### src/rtl/fp32_mul_round_pack_if.sv
// Operand/product beat in, packed IEEE754 result out; both sides use valid/ready.
// The slave modport is the multiplier back end, the master modport is its environment.
interface fp32_mul_round_pack_if;
  logic        in_valid;
  logic        in_ready;
  logic [31:0] op_a;
  logic [31:0] op_b;
  logic [47:0] prod;
  logic        out_valid;
  logic        out_ready;
  logic [31:0] out_data;
  logic [3:0]  out_flags;

  modport master (
    output in_valid, op_a, op_b, prod, out_ready,
    input  in_ready, out_valid, out_data, out_flags
  );

  modport slave (
    input  in_valid, op_a, op_b, prod, out_ready,
    output in_ready, out_valid, out_data, out_flags
  );
endinterface

### src/rtl/fp32_mul_round_pack.sv
// FP32 multiplier back end: exponent add, normalise, round-to-nearest-even, specials, pack.
// Stage 1 registers the normalised fields and operand class, stage 2 registers the packed result.
module fp32_mul_round_pack #(
  parameter int          BIAS = 127,
  parameter logic [31:0] QNAN = 32'h7FC00000
) (
  input logic                    clk,
  input logic                    rst_n,
  fp32_mul_round_pack_if.slave   bus
);

  // ---------------- handshake ----------------
  logic ready_en_reg;
  logic s1_valid_reg;
  logic out_valid_reg;
  logic s2_adv;
  logic s1_adv;
  logic in_fire;

  assign s2_adv  = !out_valid_reg || bus.out_ready;
  assign s1_adv  = !s1_valid_reg || s2_adv;
  assign bus.in_ready = ready_en_reg && s1_adv;
  assign in_fire = bus.in_valid && bus.in_ready;

  // in_ready stays low until the first clock edge after reset release
  always_ff @(posedge clk or negedge rst_n) begin
    if (!rst_n) ready_en_reg <= 1'b0;
    else        ready_en_reg <= 1'b1;
  end

  // ---------------- operand classification ----------------
  logic [31:0] opnd [2];
  logic [1:0]  is_zero;
  logic [1:0]  is_inf;
  logic [1:0]  is_nan;
  logic [1:0]  is_snan;

  assign opnd[0] = bus.op_a;
  assign opnd[1] = bus.op_b;

  generate
    for (genvar gi = 0; gi < 2; gi++) begin : g_class
      assign is_zero[gi] = (opnd[gi][30:23] == 8'h00);
      assign is_inf[gi]  = (opnd[gi][30:23] == 8'hFF) && (opnd[gi][22:0] == 23'd0);
      assign is_nan[gi]  = (opnd[gi][30:23] == 8'hFF) && (opnd[gi][22:0] != 23'd0);
      assign is_snan[gi] = is_nan[gi] && !opnd[gi][22];
    end
  endgenerate

  logic inf_times_zero;
  assign inf_times_zero = (is_inf[0] && is_zero[1]) || (is_inf[1] && is_zero[0]);

  // ---------------- stage 1 datapath ----------------
  logic [9:0]  exp_sum;
  logic [9:0]  exp_next;
  logic [22:0] m_next;
  logic        g_next;
  logic        st_next;

  // 10-bit wrap-around arithmetic; the result is interpreted as two's complement
  assign exp_sum = 10'({2'b00, bus.op_a[30:23]}) + 10'({2'b00, bus.op_b[30:23]}) - 10'(BIAS);

  always_comb begin
    exp_next = exp_sum;
    m_next   = bus.prod[45:23];
    g_next   = bus.prod[22];
    st_next  = |bus.prod[21:0];
    if (bus.prod[47]) begin
      exp_next = exp_sum + 10'd1;
      m_next   = bus.prod[46:24];
      g_next   = bus.prod[23];
      st_next  = |bus.prod[22:0];
    end
  end

  logic              s1_sign_reg;
  logic signed [9:0] s1_exp_reg;
  logic [22:0]       s1_m_reg;
  logic              s1_g_reg;
  logic              s1_st_reg;
  logic              s1_nan_reg;
  logic              s1_invalid_reg;
  logic              s1_inf_reg;
  logic              s1_zero_reg;

  always_ff @(posedge clk or negedge rst_n) begin
    if (!rst_n) begin
      s1_valid_reg   <= 1'b0;
      s1_sign_reg    <= 1'b0;
      s1_exp_reg     <= '0;
      s1_m_reg       <= '0;
      s1_g_reg       <= 1'b0;
      s1_st_reg      <= 1'b0;
      s1_nan_reg     <= 1'b0;
      s1_invalid_reg <= 1'b0;
      s1_inf_reg     <= 1'b0;
      s1_zero_reg    <= 1'b0;
    end else if (s1_adv) begin
      s1_valid_reg <= in_fire;
      if (in_fire) begin
        s1_sign_reg    <= bus.op_a[31] ^ bus.op_b[31];
        s1_exp_reg     <= $signed(exp_next);
        s1_m_reg       <= m_next;
        s1_g_reg       <= g_next;
        s1_st_reg      <= st_next;
        s1_nan_reg     <= (|is_nan) || inf_times_zero;
        s1_invalid_reg <= (|is_snan) || inf_times_zero;
        s1_inf_reg     <= |is_inf;
        s1_zero_reg    <= |is_zero;
      end
    end
  end

  // ---------------- stage 2: round and pack ----------------
  logic              round_up;
  logic [24:0]       mant_sum;
  logic signed [9:0] rnd_exp;
  logic [22:0]       rnd_m;
  logic [31:0]       data_next;
  logic [3:0]        flags_next;

  assign round_up = s1_g_reg && (s1_st_reg || s1_m_reg[0]);
  assign mant_sum = {2'b01, s1_m_reg} + 25'(round_up);
  assign rnd_exp  = mant_sum[24] ? (s1_exp_reg + 10'sd1) : s1_exp_reg;
  assign rnd_m    = mant_sum[24] ? 23'd0 : mant_sum[22:0];

  always_comb begin
    data_next  = {s1_sign_reg, rnd_exp[7:0], rnd_m};
    flags_next = {3'b000, s1_g_reg || s1_st_reg};
    if (s1_nan_reg) begin
      data_next  = QNAN;
      flags_next = {s1_invalid_reg, 3'b000};
    end else if (s1_inf_reg) begin
      data_next  = {s1_sign_reg, 8'hFF, 23'd0};
      flags_next = 4'b0000;
    end else if (s1_zero_reg) begin
      data_next  = {s1_sign_reg, 31'd0};
      flags_next = 4'b0000;
    end else if (rnd_exp >= 10'sd255) begin
      data_next  = {s1_sign_reg, 8'hFF, 23'd0};
      flags_next = 4'b0101;
    end else if (rnd_exp <= 10'sd0) begin
      // tininess is judged on the rounded exponent
      data_next  = {s1_sign_reg, 31'd0};
      flags_next = 4'b0011;
    end
  end

  logic [31:0] out_data_reg;
  logic [3:0]  out_flags_reg;

  always_ff @(posedge clk or negedge rst_n) begin
    if (!rst_n) begin
      out_valid_reg <= 1'b0;
      out_data_reg  <= '0;
      out_flags_reg <= '0;
    end else if (s2_adv) begin
      out_valid_reg <= s1_valid_reg;
      if (s1_valid_reg) begin
        out_data_reg  <= data_next;
        out_flags_reg <= flags_next;
      end
    end
  end

  assign bus.out_valid = out_valid_reg;
  assign bus.out_data  = out_data_reg;
  assign bus.out_flags = out_flags_reg;

endmodule

### src/flat_wrapper.sv
// flat-port wrapper written by rule: the top's interface ports become plain ports
module fp32_mul_round_pack_flat 
#(
  parameter int          BIAS = 127,
  parameter logic [31:0] QNAN = 32'h7FC00000
)
  (clk, rst_n, bus_in_valid, bus_op_a, bus_op_b, bus_prod, bus_out_ready, bus_in_ready, bus_out_valid, bus_out_data, bus_out_flags);
  fp32_mul_round_pack_if bus_i ();
  input logic clk;
  input logic rst_n;
  input wire logic [$bits(bus_i.in_valid)-1:0] bus_in_valid;
  input wire logic [$bits(bus_i.op_a)-1:0] bus_op_a;
  input wire logic [$bits(bus_i.op_b)-1:0] bus_op_b;
  input wire logic [$bits(bus_i.prod)-1:0] bus_prod;
  input wire logic [$bits(bus_i.out_ready)-1:0] bus_out_ready;
  output wire logic [$bits(bus_i.in_ready)-1:0] bus_in_ready;
  output wire logic [$bits(bus_i.out_valid)-1:0] bus_out_valid;
  output wire logic [$bits(bus_i.out_data)-1:0] bus_out_data;
  output wire logic [$bits(bus_i.out_flags)-1:0] bus_out_flags;
  assign bus_i.in_valid = bus_in_valid;
  assign bus_i.op_a = bus_op_a;
  assign bus_i.op_b = bus_op_b;
  assign bus_i.prod = bus_prod;
  assign bus_i.out_ready = bus_out_ready;
  assign bus_in_ready = bus_i.in_ready;
  assign bus_out_valid = bus_i.out_valid;
  assign bus_out_data = bus_i.out_data;
  assign bus_out_flags = bus_i.out_flags;
  fp32_mul_round_pack #(.BIAS(BIAS), .QNAN(QNAN)) u_core (.clk(clk), .rst_n(rst_n), .bus(bus_i));
endmodule
### config.mk
export PLATFORM = sky130hd
export DESIGN_NAME = fp32_mul_round_pack_flat
export DESIGN_NICKNAME = d
export VERILOG_FILES = /design/src/rtl/fp32_mul_round_pack_if.sv /design/src/rtl/fp32_mul_round_pack.sv /design/src/flat_wrapper.sv
export SDC_FILE = /design/constraint.sdc
export NUM_CORES = 1
export LEC_CHECK = 0
export CORE_UTILIZATION = 52
export CTS_CLUSTER_DIAMETER = 40
export DETAILED_ROUTE_END_ITERATION = 10
export PLACE_DENSITY_LB_ADDON = 0.15
export SYNTH_ARGS = -nofsm -noshare
export SYNTH_HDL_FRONTEND = slang
export SYNTH_SLANG_ARGS = --single-unit
### constraint.sdc
create_clock -name clk -period 6.1 [get_ports clk]
set_input_delay 1.22 -clock clk [delete_from_list [all_inputs] [get_ports clk]]
set_output_delay 1.22 -clock clk [all_outputs]
set_load 0.005 [all_outputs]
==> results.md <==
- Utilization after layout: 71.7%
- Vias in the first global route: 4663
- Post-synthesis cell count: 570
- Final instance area: 6950 um2
- Pwr dens: 246 nW/um2
- CP required: 6.35 ns
- CP Cell Sequence: clkdlybuf4s50_1 > ha_1 > fa_1 > xor2_1 > ha_1 > nand2_1 > or3_1 > o211a_1 > a211oi_2 > a41oi_2 > xnor2_1 > mux2_2
- Largest stage delay, worst path: 0.46 ns
- Gr usage total: 28.4%
- Syn nets: 701
- Comb power frac: 33.8%
- Post-synth ARST share: 100%
- Num CTS Buffers: 9
- Sw frac: 34.2%
- # rows: 36
- Register area share after synthesis: 38.2%
- Max Cap Viol: 0
- Grt total ovfl: 0
- CTS tree: yes
- Clk_lat worst skew: 0.37 ns
- DRT iter0 DRCs: 266
- Fmax achieved: 233 MHz
- Post-Route WL: 13.9 mm
- # resized after CTS: 0
- Die width: 102 um
- Clock skew: 0.0122 ns
- Rel. slew slack: 25.4%
- Lkg Pwr: 2.76 nW
- Fin Setup TNS: 0 ns
- Fin cells: 842
- Cell area after technology mapping: 5170 um2
- Final Slew Violations: 0
- Post-DP HPWL: 10.8 mm
- Worst slew pin tran: 1.12 ns
- WL/cell: 16.5 um
- Largest net degree at the start of global routing: 80
- Top-area cell type share of the netlist area: 38.2%
- Final period util: 70.2%
- VDD IR max: 125 uV
- Setup Fix Bufs, Post-CTS: 0
- ANT nets after route: 0
- Hold buffers post-CTS: 0
- Primary FF master, synth: dfrtp_1
- Net load switching power: 0.000584 W
- Synthesis-stage register bit count: 79
- Placed insts: 826
- Cell variety after synth: 71
- Synth-to-layout area growth: 34.4%
- Top post-synthesis cells by count: 79 x dfrtp_1, 62 x nor2_1, 61 x nand2_1
- Clock sinks: 79
- Syn Area/Cell: 9.07 um2
- Num ports: 154
- Min Clock Period, post-route: 4.28 ns
- Post-synth top area cell: dfrtp_1
- Via count: 4953
- Final number of hold-violating endpoints: 0
- YS warnings: 0
- Antenna violations before repair: 0
- Post-synth EDFFs: 0
- Hold Crit Class: register to register
- Synth area leaders: dfrtp_1 38%, mux2i_1 4.8%, nor2_1 4.5%
- Worst setup EP type: register
- Clock power share: 23.8%
- Crit Path Class: input port to register
- CP dominant cell by count: ha_1
- Setup-failing EPs final: 0
- Outcome: finished, final reports clean
- Die footprint: 10300 um2
- Buf+Inv Stages, Crit Path: 1
- DR DRC count: 0
- Unrepaired setup endpoints after global routing: no
- Worst-path clk slew: 0.09 ns
- Bufs on Longest Clock Path: 2
- Nets: 835
- Ant. Diodes: 0
- CP top delay family: adder cells
- Count leader, synth: dfrtp_1
- Detailed Routing Iterations Pass 1: 5
- Core area: 9680 um2
- # port buffers: 153
- Critical Path Source Type: input port
- GPL Wtd Cong: 0.857
- CP max-delay cell: clkdlybuf4s50_1
- Area after DPL: 6740 um2
- Int Pwr: 0.00112 W
- Seq pwr share: 42.4%
- Initial Utilization: 53.4%
- Root buf cell: clkbuf_8
- Die H: 102 um
- First-pass GRT wire length: 22.3 mm
- CP max FO: 6
- Crit path arrival time: 4.53 ns
- Layout cells sized above 1: 6.91%
- Htree depth: 3
- Vias per Instance: 5.88
- Max FFs per register: 32
## final timing paths
check	cells past startpoint	slack, ns	from	to
setup / recovery	12	1.82	bus_op_b[23]	u_core.s1_exp_reg[7]
hold / removal	2	0.48	u_core.bus.out_data[6]	u_core.bus.out_data[6]
setup reg to reg	10	2.49	u_core.s1_st_reg	u_core.bus.out_data[3]
hold reg to reg	2	0.48	u_core.bus.out_data[6]	u_core.bus.out_data[6]
max in group asynchronous	1	4.47	rst_n	u_core.s1_m_reg[6]
min in group asynchronous	1	1.00	rst_n	u_core.bus.out_data[28]
## kinds of logic after synthesis
kind of cell	synth area share, %
xor gates and xnor gates	6.61
other	0.0726
AOI/OAI and AO/OA	18.7
and+or+nand+nor	23.9
adders and majority gates	3.78
buffers and inverters	3.15
DFF	38.2
muxes	5.49
## metal layers
layer | GRT usage [%] | wire length (um) | share of wire, % | vias to the layer above
li1 | - | - | - | 2374
met1 | 35.1 | 5890 | 42 | 2364
met2 | 47.7 | 6730 | 48 | 189
met3 | 7.32 | 923 | 6.6 | 26
met4 | 10.5 | 359 | 2.6 | 0
met5 | 0 | 0 | 0 | -
## cell type report
cell class,count,area (um2)
clock buffers,10,138
clock inverters,6,68.8
fillers,728,2740
inverters,6,22.5
multi-input cells,453,3030
flip-flops and latches,79,1980
well taps,133,166
repair buffers,155,1540
## cell usage in the layout, fill, tap and decap left out, types with 18 or more instances in the layout
cell	Yosys	routed
a21oi_1	35	35
clkdlybuf4s50_1	0	152
dfrtp_1	79	79
mux2i_1	25	25
nand2_1	61	61
nand3_1	19	19
nor2_1	62	62
nor4_1	21	21
xnor2_1	21	21
xor2_1	18	18
## metrics by stage
stage / total power [W] / hold WS, ns / setup WS (ns)
floorplan: 0.00104 / 0.463 / 2.19
global placement: 0.00128 / 0.459 / 1.54
detailed placement: 0.00130 / 0.462 / 1.45
CTS: 0.00171 / 0.489 / 1.84
global route: 0.00181 / 0.503 / 1.63
finish: 0.00171 / 0.484 / 1.82
## power groups by stage
stage,clock network [W],logic [W],registers (W)
floorplan,0,0.000350,0.000688
global placement,0,0.000559,0.000724
detailed placement,0,0.000572,0.000730
CTS,0.000411,0.000578,0.000720
global route,0.000437,0.000636,0.000739
finish,0.000407,0.000577,0.000724
## worst reg2reg max path, delay by kind of cell (launching register included)
| family | cells | cell delay, ns |
|---|---|---|
| AOI/OAI and AO/OA | 3 | 1.23 |
| xor gates and xnor gates | 1 | 0.40 |
| adders and majority gates | 2 | 0.38 |
| DFF | 1 | 0.42 |
| and+or+nand+nor | 4 | 1.07 |
(Power assumes the default switching activity.)
